$ cat config.mk
export PLATFORM = sky130hd
export DESIGN_NAME = mdv_writer_flat
export DESIGN_NICKNAME = d
export VERILOG_FILES = /design/src/rtl/mdv_writer_if.sv /design/src/rtl/mdv_writer.sv /design/src/flat_wrapper.sv
export SDC_FILE = /design/constraint.sdc
export NUM_CORES = 1
export LEC_CHECK = 0
export ABC_AREA = 1
export BUFFER_PORTS_ARGS = -buffer_cell sky130_fd_sc_hd__buf_4
export CAP_MARGIN = 20
export CELL_PAD_IN_SITES_DETAIL_PLACEMENT = 1
export CELL_PAD_IN_SITES_GLOBAL_PLACEMENT = 1
export CORE_UTILIZATION = 40
export CTS_BUF_LIST = sky130_fd_sc_hd__clkbuf_4 sky130_fd_sc_hd__clkbuf_8
export DETAILED_ROUTE_END_ITERATION = 10
export PLACE_DENSITY_LB_ADDON = 0.1
export SLEW_MARGIN = 15
export SYNTH_ARGS = -nofsm -noshare
export SYNTH_HDL_FRONTEND = slang
export SYNTH_SLANG_ARGS = --single-unit
$ cat constraint.sdc
create_clock -name clk -period 2.1 [get_ports clk]
set_input_delay 0 -clock clk [delete_from_list [all_inputs] [get_ports clk]]
set_output_delay 0 -clock clk [all_outputs]
set_load 0.005 [all_outputs]
$ cat src/rtl/mdv_writer_if.sv
// ============================================================================
//  Module      : mdv_writer_if
//  Description : Word write port from the microdrive writer into upper RAM.
//  Revision    : 1.0  initial release
// ============================================================================
`default_nettype none

interface mdv_writer_if;
    logic        mem_req;
    logic [24:0] mem_addr;
    logic [15:0] mem_dout;
    logic        mem_ack;

    modport master (output mem_req, output mem_addr, output mem_dout, input mem_ack);
    modport slave  (input mem_req, input mem_addr, input mem_dout, output mem_ack);
endinterface

`default_nettype wire

$ cat src/rtl/mdv_writer.sv
// ============================================================================
//  Module      : mdv_writer
//  Description : Microdrive write path. Paces CPU bytes at the tape bit rate,
//                packs them into 16-bit words and writes them into the
//                cartridge image. Optional macro: MDV_WR_PROTECT_EN.
//  Revision    : 1.0  initial release
// ============================================================================
`default_nettype none

module mdv_writer #(
    parameter int          CLK_HZ     = 21000000,
    parameter int          BIT_HZ     = 200000,
    parameter logic [24:0] BASE_ADDR  = 25'h800000,
    parameter int          FIFO_DEPTH = 2
) (
    input  wire logic        clk,
    input  wire logic        reset_n,
    input  wire logic        sel,
    input  wire logic        wr_en,
    input  wire logic [24:0] start_addr,
    input  wire logic [24:0] img_end,
    input  wire logic [7:0]  tx_data,
    input  wire logic        tx_load,
    output logic             tx_empty,
    output logic             busy,
    output logic             overrun,
`ifdef MDV_WR_PROTECT_EN
    input  wire logic        wr_protect,
    output logic             wp_hit,
`endif
    mdv_writer_if.master     mem
);

    localparam int c_bit_div     = CLK_HZ / BIT_HZ;
    localparam int c_byte_cycles = 8 * c_bit_div;
    localparam int c_cnt_w       = $clog2(c_byte_cycles);
    localparam int c_ptr_w       = $clog2(FIFO_DEPTH);
    localparam int c_last_int    = c_byte_cycles - 1;
    localparam int c_full_int    = FIFO_DEPTH;
    localparam logic [c_cnt_w-1:0] c_last = c_last_int[c_cnt_w-1:0];
    localparam logic [c_ptr_w:0]   c_full = c_full_int[c_ptr_w:0];

    typedef enum logic [1:0] {S_IDLE, S_ARMED, S_SHIFT, S_FLUSH} state_t;

    state_t               state_q, state_d;
    logic                 wr_prev_q, wr_prev_d;
    logic [7:0]           hold_data_q, hold_data_d;
    logic                 hold_full_q, hold_full_d;
    logic [7:0]           shift_data_q, shift_data_d;
    logic [c_cnt_w-1:0]   bit_cnt_q, bit_cnt_d;
    logic                 stop_q, stop_d;
    logic                 odd_phase_q, odd_phase_d;
    logic [7:0]           hi_byte_q, hi_byte_d;
    logic [24:0]          wr_addr_q, wr_addr_d;
    logic                 overrun_q, overrun_d;
    logic [15:0]          fifo_data_q [FIFO_DEPTH];
    logic [15:0]          fifo_data_d [FIFO_DEPTH];
    logic [24:0]          fifo_addr_q [FIFO_DEPTH];
    logic [24:0]          fifo_addr_d [FIFO_DEPTH];
    logic [c_ptr_w-1:0]   rd_ptr_q, rd_ptr_d;
    logic [c_ptr_w-1:0]   wr_ptr_q, wr_ptr_d;
    logic [c_ptr_w:0]     count_q, count_d;
`ifdef MDV_WR_PROTECT_EN
    logic                 wp_hit_q, wp_hit_d;
`endif

    logic                 w_wr_en;
    logic                 w_load;
    logic                 w_rise;
    logic                 w_pop;
    logic                 w_stop;
    logic                 push_req;
    logic                 push_ok;
    logic [15:0]          push_word;

    assign w_wr_en = sel & wr_en;
    assign w_load  = sel & tx_load;
    assign w_rise  = w_wr_en & ~wr_prev_q;
    assign w_pop   = mem.mem_ack & (count_q != '0);
    assign w_stop  = stop_q | ~w_wr_en;

    always_comb begin
        state_d      = state_q;
        wr_prev_d    = w_wr_en;
        hold_data_d  = hold_data_q;
        hold_full_d  = hold_full_q;
        shift_data_d = shift_data_q;
        bit_cnt_d    = bit_cnt_q;
        stop_d       = stop_q;
        odd_phase_d  = odd_phase_q;
        hi_byte_d    = hi_byte_q;
        wr_addr_d    = wr_addr_q;
        overrun_d    = overrun_q;
        fifo_data_d  = fifo_data_q;
        fifo_addr_d  = fifo_addr_q;
        rd_ptr_d     = rd_ptr_q;
        wr_ptr_d     = wr_ptr_q;
        count_d      = count_q;
        push_req     = 1'b0;
        push_ok      = 1'b0;
        push_word    = '0;
`ifdef MDV_WR_PROTECT_EN
        wp_hit_d     = wp_hit_q;
`endif

        // CPU strobes only matter while a session is actually shifting
        if (w_load && (state_q == S_ARMED || state_q == S_SHIFT)) begin
            if (hold_full_q) begin
                overrun_d = 1'b1;
            end else begin
                hold_data_d = tx_data;
                hold_full_d = 1'b1;
            end
        end

        case (state_q)
            S_IDLE: begin
                if (w_rise) begin
                    state_d     = S_ARMED;
                    wr_addr_d   = (start_addr < BASE_ADDR || start_addr > img_end) ?
                                  BASE_ADDR : start_addr;
                    overrun_d   = 1'b0;
                    odd_phase_d = 1'b0;
                    stop_d      = 1'b0;
`ifdef MDV_WR_PROTECT_EN
                    wp_hit_d    = 1'b0;
`endif
                end
            end
            S_ARMED: begin
                if (!w_wr_en) begin
                    if (odd_phase_q) begin
                        push_req  = 1'b1;
                        push_word = {hi_byte_q, 8'h00};
                    end
                    odd_phase_d = 1'b0;
                    hold_full_d = 1'b0;
                    state_d     = S_FLUSH;
                end else if (hold_full_q) begin
                    shift_data_d = hold_data_q;
                    hold_full_d  = 1'b0;
                    bit_cnt_d    = '0;
                    stop_d       = 1'b0;
                    state_d      = S_SHIFT;
                end
            end
            S_SHIFT: begin
                stop_d = w_stop;
                if (bit_cnt_q == c_last) begin
                    if (odd_phase_q) begin
                        push_req    = 1'b1;
                        push_word   = {hi_byte_q, shift_data_q};
                        odd_phase_d = 1'b0;
                    end else if (w_stop) begin
                        push_req  = 1'b1;
                        push_word = {shift_data_q, 8'h00};
                    end else begin
                        hi_byte_d   = shift_data_q;
                        odd_phase_d = 1'b1;
                    end
                    if (w_stop) begin
                        hold_full_d = 1'b0;
                        state_d     = S_FLUSH;
                    end else begin
                        state_d = S_ARMED;
                    end
                end else begin
                    bit_cnt_d = bit_cnt_q + 1'b1;
                end
            end
            default: ;
        endcase

        if (push_req) begin
`ifdef MDV_WR_PROTECT_EN
            if (wr_protect) begin
                wp_hit_d = 1'b1;
            end else
`endif
            if (count_q == c_full) begin
                overrun_d = 1'b1;
            end else begin
                push_ok               = 1'b1;
                fifo_data_d[wr_ptr_q] = push_word;
                fifo_addr_d[wr_ptr_q] = wr_addr_q;
                wr_ptr_d              = wr_ptr_q + 1'b1;
                wr_addr_d             = (wr_addr_q == img_end) ? BASE_ADDR : wr_addr_q + 25'd1;
            end
        end

        if (w_pop) begin
            rd_ptr_d = rd_ptr_q + 1'b1;
        end
        if (push_ok && !w_pop) begin
            count_d = count_q + 1'b1;
        end else if (!push_ok && w_pop) begin
            count_d = count_q - 1'b1;
        end

        // Session ends on the same edge that pops the last buffered word
        if (state_q == S_FLUSH && count_d == '0) begin
            state_d = S_IDLE;
        end
    end

    always_ff @(posedge clk or negedge reset_n) begin
        if (!reset_n) begin
            state_q      <= S_IDLE;
            wr_prev_q    <= 1'b0;
            hold_data_q  <= '0;
            hold_full_q  <= 1'b0;
            shift_data_q <= '0;
            bit_cnt_q    <= '0;
            stop_q       <= 1'b0;
            odd_phase_q  <= 1'b0;
            hi_byte_q    <= '0;
            wr_addr_q    <= BASE_ADDR;
            overrun_q    <= 1'b0;
            rd_ptr_q     <= '0;
            wr_ptr_q     <= '0;
            count_q      <= '0;
            for (int i = 0; i < FIFO_DEPTH; i++) begin
                fifo_data_q[i] <= '0;
                fifo_addr_q[i] <= BASE_ADDR;
            end
`ifdef MDV_WR_PROTECT_EN
            wp_hit_q     <= 1'b0;
`endif
        end else begin
            state_q      <= state_d;
            wr_prev_q    <= wr_prev_d;
            hold_data_q  <= hold_data_d;
            hold_full_q  <= hold_full_d;
            shift_data_q <= shift_data_d;
            bit_cnt_q    <= bit_cnt_d;
            stop_q       <= stop_d;
            odd_phase_q  <= odd_phase_d;
            hi_byte_q    <= hi_byte_d;
            wr_addr_q    <= wr_addr_d;
            overrun_q    <= overrun_d;
            rd_ptr_q     <= rd_ptr_d;
            wr_ptr_q     <= wr_ptr_d;
            count_q      <= count_d;
            fifo_data_q  <= fifo_data_d;
            fifo_addr_q  <= fifo_addr_d;
`ifdef MDV_WR_PROTECT_EN
            wp_hit_q     <= wp_hit_d;
`endif
        end
    end

    assign tx_empty     = ~hold_full_q;
    assign busy         = (state_q != S_IDLE);
    assign overrun      = overrun_q;
    assign mem.mem_req  = (count_q != '0);
    assign mem.mem_addr = (count_q != '0) ? fifo_addr_q[rd_ptr_q] : wr_addr_q;
    assign mem.mem_dout = fifo_data_q[rd_ptr_q];
`ifdef MDV_WR_PROTECT_EN
    assign wp_hit       = wp_hit_q;
`endif

endmodule

`default_nettype wire

$ cat src/flat_wrapper.sv
// flat-port wrapper written by rule: the top's interface ports become plain ports
module mdv_writer_flat 
#(
    parameter int          CLK_HZ     = 21000000,
    parameter int          BIT_HZ     = 200000,
    parameter logic [24:0] BASE_ADDR  = 25'h800000,
    parameter int          FIFO_DEPTH = 2
)
  (clk, reset_n, sel, wr_en, start_addr, img_end, tx_data, tx_load, tx_empty, busy, overrun, mem_mem_req, mem_mem_addr, mem_mem_dout, mem_mem_ack);
  mdv_writer_if mem_i ();
  input  wire logic clk;
  input  wire logic reset_n;
  input  wire logic sel;
  input  wire logic wr_en;
  input  wire logic [24:0] start_addr;
  input  wire logic [24:0] img_end;
  input  wire logic [7:0] tx_data;
  input  wire logic tx_load;
  output logic tx_empty;
  output logic busy;
  output logic overrun;
  output wire logic [$bits(mem_i.mem_req)-1:0] mem_mem_req;
  output wire logic [$bits(mem_i.mem_addr)-1:0] mem_mem_addr;
  output wire logic [$bits(mem_i.mem_dout)-1:0] mem_mem_dout;
  input wire logic [$bits(mem_i.mem_ack)-1:0] mem_mem_ack;
  assign mem_mem_req = mem_i.mem_req;
  assign mem_mem_addr = mem_i.mem_addr;
  assign mem_mem_dout = mem_i.mem_dout;
  assign mem_i.mem_ack = mem_mem_ack;
  mdv_writer #(.CLK_HZ(CLK_HZ), .BIT_HZ(BIT_HZ), .BASE_ADDR(BASE_ADDR), .FIFO_DEPTH(FIFO_DEPTH)) u_core (.clk(clk), .reset_n(reset_n), .sel(sel), .wr_en(wr_en), .start_addr(start_addr), .img_end(img_end), .tx_data(tx_data), .tx_load(tx_load), .tx_empty(tx_empty), .busy(busy), .overrun(overrun), .mem(mem_i));
endmodule
==> results.md <==
- Crit Path Max Fanout: 18
- Cell Area, Placed: 0.01035 mm2
- Clock Latency Late Sink: 480 ps
- WP data required: 2490 ps
- Clock buffer depth: 2
- Layout fillers: 2,807
- Yosys Warn Count: 0
- N_diodes: 0
- Final #Nets: 1,443
- Overall Power: 13.17 mW
- Post-route cell area: 0.01125 mm2
- CP arrival: 2420 ps
- Port Buffers: 108
- Worst hold path type: in -> reg
- Setup ws final: 68.62 ps
- Peak supply drop: 0.4997 mV
- # placed instances: 1,568
- Critical Path Source Type: flip-flop
- Max Clock Skew: 18.65 ps
- TritonCTS clock tree: built
- Storage element area: 0.003810 mm2
- Drt wl/cell: 16.70 um
- Initial Utilization: 41.28%
- Total CTS buffers: 17
- Cells after synthesis: 1,197
- Final core occ: 50.94%
- Worst Hold Margin: 11.87 ps
- First-pass GRT wire length: 44.91 mm
- Mapped cell area: 0.009120 mm2
- Final Hold Violating Endpoints: 0
- DP Wirelength: 19.78 mm
- Worst-Margin Slew: 509.4 ps
- Min-Delay Path Depth: 4
- Crit Path Class: reg -> reg
- Sequential fraction of the synthesis area: 41.75%
- Iter 0 DRT Violations: 431
- Die area: 0.02341 mm2
- Critical Path Sink Type: flip-flop
- Vias in the first global route: 8,738
- Clk sink count: 152
- Final setup fails: 0
- Per-instance average area after synthesis: 7.619 um2
- Layout Cells excl Fill: 1,639
- Slew headroom: 65.96%
- Footprint of the multi-input gates: 0.004559 mm2
- DRT Wirelength: 27.38 mm
- Min Clock Period, post-route: 2031 ps
- Synthesis-stage register bit count: 152
- CTS clock-pin slew for the worst setup and hold paths: 100 ps
- Synth Net Count: 1,294
- Die X: 153.0 um
- Global-route usage over all layers: 24.20%
- I/O pins: 109
- Max Cap Viol: 0
- Drt via density: 5.171
- Max-slew violations: 0
- H-tree depth reported by CTS: 4
- Layout cells sized above 1: 19.13%
- TNS Setup: 0 ps
- Pwr/cell area: 1170 mW/mm2
- Routability Congestion: 0.8291
- Clk root buf: clkbuf_8
- Core area: 0.02209 mm2
- Fmax: 492.3 MHz
- Status: complete, no violations
- Post-synthesis cell type count: 42
- Row cnt: 54
- Routed Antenna Nets: 0
- DRC viols: 0
- Initial antenna violation count: 0
- Die Y: 153.0 um
- Worst reg2reg path depth: 13
- Cell leakage power: 5.576 nW
- RSZ-0062 raised after global routing: true
- Largest net degree at the start of global routing: 66
- Remaining Overflow, GRT: 0
- Period utilization: 96.73%
- Pre-CTS setup slack: 59.33 ps
- Pre-Repair DR Iteration Count: 5
- P&R area growth vs syn: 23.40%
- Vias: 8,476
-- report_power, final --
part	internal [mW]	total (mW)	switching, mW
sequential	3.85	4.61	0.766
combinational	2.50	6.06	3.57
clock	1.13	2.49	1.36
-- metal layers --
| layer | share of wire, % | track usage [%] | routed length (um) |
|---|---|---|---|
| met1 | 45 | 30.79 | 12310 |
| met2 | 50 | 42.03 | 13770 |
| met3 | 2.9 | 4.139 | 790 |
| met4 | 1.8 | 7.071 | 504 |
| met5 | 0 | 0 | 0 |
-- cell usage in the layout (no fill, tap or decap), types with 3 or more instances in the layout --
cell / instances
a21oi_1: 67
a22oi_1: 24
buf_12: 7
buf_4: 136
clkbuf_8: 17
clkinv_8: 4
dfrtp_1: 147
dfstp_2: 3
dlygate4sd3_1: 38
ha_1: 28
ha_2: 5
inv_1: 130
inv_2: 7
inv_8: 4
mux2_2: 7
nand2_1: 362
nand2_2: 6
nand3_1: 43
nand3_2: 3
nand3b_1: 19
nand4_1: 31
nor2_1: 53
nor2_2: 10
nor2_4: 3
nor3_1: 14
nor3_2: 3
nor4_1: 3
o2111ai_1: 4
o21ai_0: 52
o21ai_1: 43
o21ai_2: 25
o31ai_1: 3
xnor2_1: 11
xor2_1: 18
-- worst max-delay path, stage by stage, from the launching register on --
cell and delay, ps:
dfrtp_1 420, inv_1 110, ha_2 210, inv_1 90
nor2_2 130, nand2_1 110, nand2_4 110, nand3_4 110
inv_2 100, nand2_2 70, buf_4 210, inv_4 120
nand2_1 60, o21ai_0 90
-- kinds of logic after synthesis --
family,count (synthesis),synth area share (%)
flops,152,41.75
simple gates,557,26.66
fa+ha+maj,33,4.527
buf+inv,193,8.877
compound gates,226,14.54
xor+xnor,29,2.785
mux,7,0.8644
-- final timing paths --
check                                                 from                                 end  slack, ps
max                          u_core.state_q[1]$_DFFE_PN0P_  u_core.fifo_data_q[11]$_DFFE_PN0P_         70
max in group asynchronous                          reset_n  u_core.fifo_addr_q[23]$_DFFE_PN1P_       1250
min reg2reg                u_core.hi_byte_q[3]$_DFFE_PN0P_     u_core.hi_byte_q[3]$_DFFE_PN0P_        480
min in group asynchronous                          reset_n  u_core.fifo_addr_q[28]$_DFFE_PN0P_         20
max reg2reg                  u_core.state_q[1]$_DFFE_PN0P_  u_core.fifo_data_q[11]$_DFFE_PN0P_         70
min                                                    sel   u_core.hold_data_q[7]$_DFFE_PN0P_         10
-- synth_stat cells --
cell type | number | area [um2]
a21o_1 | 2 | 15.01
a21oi_1 | 67 | 335.3
a21oi_2 | 1 | 8.760
a22oi_1 | 26 | 195.2
a31oi_1 | 1 | 6.260
buf_1 | 2 | 7.510
buf_2 | 20 | 100.1
buf_4 | 2 | 15.01
buf_6 | 7 | 78.83
clkbuf_1 | 22 | 82.58
clkinv_1 | 2 | 7.510
dfrtp_1 | 149 | 3729
dfstp_2 | 3 | 78.83
ha_1 | 33 | 412.9
inv_1 | 130 | 488.0
inv_2 | 8 | 30.03
mux2_2 | 7 | 78.83
nand2_1 | 364 | 1366
nand2_2 | 4 | 25.02
nand2_4 | 1 | 11.26
nand3_1 | 43 | 215.2
nand3_2 | 3 | 30.03
nand3_4 | 1 | 17.52
nand3b_1 | 19 | 142.6
nand4_1 | 31 | 193.9
nor2_1 | 58 | 217.7
nor2_2 | 6 | 37.54
nor2_4 | 2 | 22.52
nor3_1 | 15 | 75.07
nor3_2 | 3 | 30.03
nor3b_1 | 2 | 15.01
nor4_1 | 3 | 18.77
o2111ai_1 | 4 | 35.03
o21a_1 | 1 | 7.510
o21ai_0 | 52 | 260.3
o21ai_1 | 43 | 215.2
o21ai_2 | 25 | 219.0
o22ai_1 | 1 | 6.260
o31ai_1 | 3 | 22.52
or2_2 | 2 | 12.51
xnor2_1 | 11 | 96.34
xor2_1 | 18 | 157.7
-- sequential cells by signal, indices dropped and copies added (netlist names), 2 cells and up --
signal / flops
u_core.bit_cnt_q: 10
u_core.count_q: 2
u_core.hi_byte_q: 8
u_core.shift_data_q: 8
u_core.state_q: 2
u_core.fifo_data_q: 32
u_core.fifo_addr_q: 50
u_core.wr_addr_q: 25
u_core.hold_data_q: 8
-- final cells by class --
cell class | count | area share (%)
inverters | 140 | 4.692
multi-input cells | 852 | 40.51
flip-flops and latches | 152 | 33.85
repair buffers | 183 | 13.90
clock buffers | 17 | 2.079
well taps | 280 | 3.113
clock inverters | 15 | 1.857
-- what timing repair did --
action / in CTS / in global routing
setup endpoints to repair: 15 / 119
hold buffers: 38 / 0
buffers inserted: 0 / 1
hold endpoints to repair: 186 / 0
pin swaps: 0 / 1
gates resized for setup: 2 / 20
(Power assumes the default switching activity.)
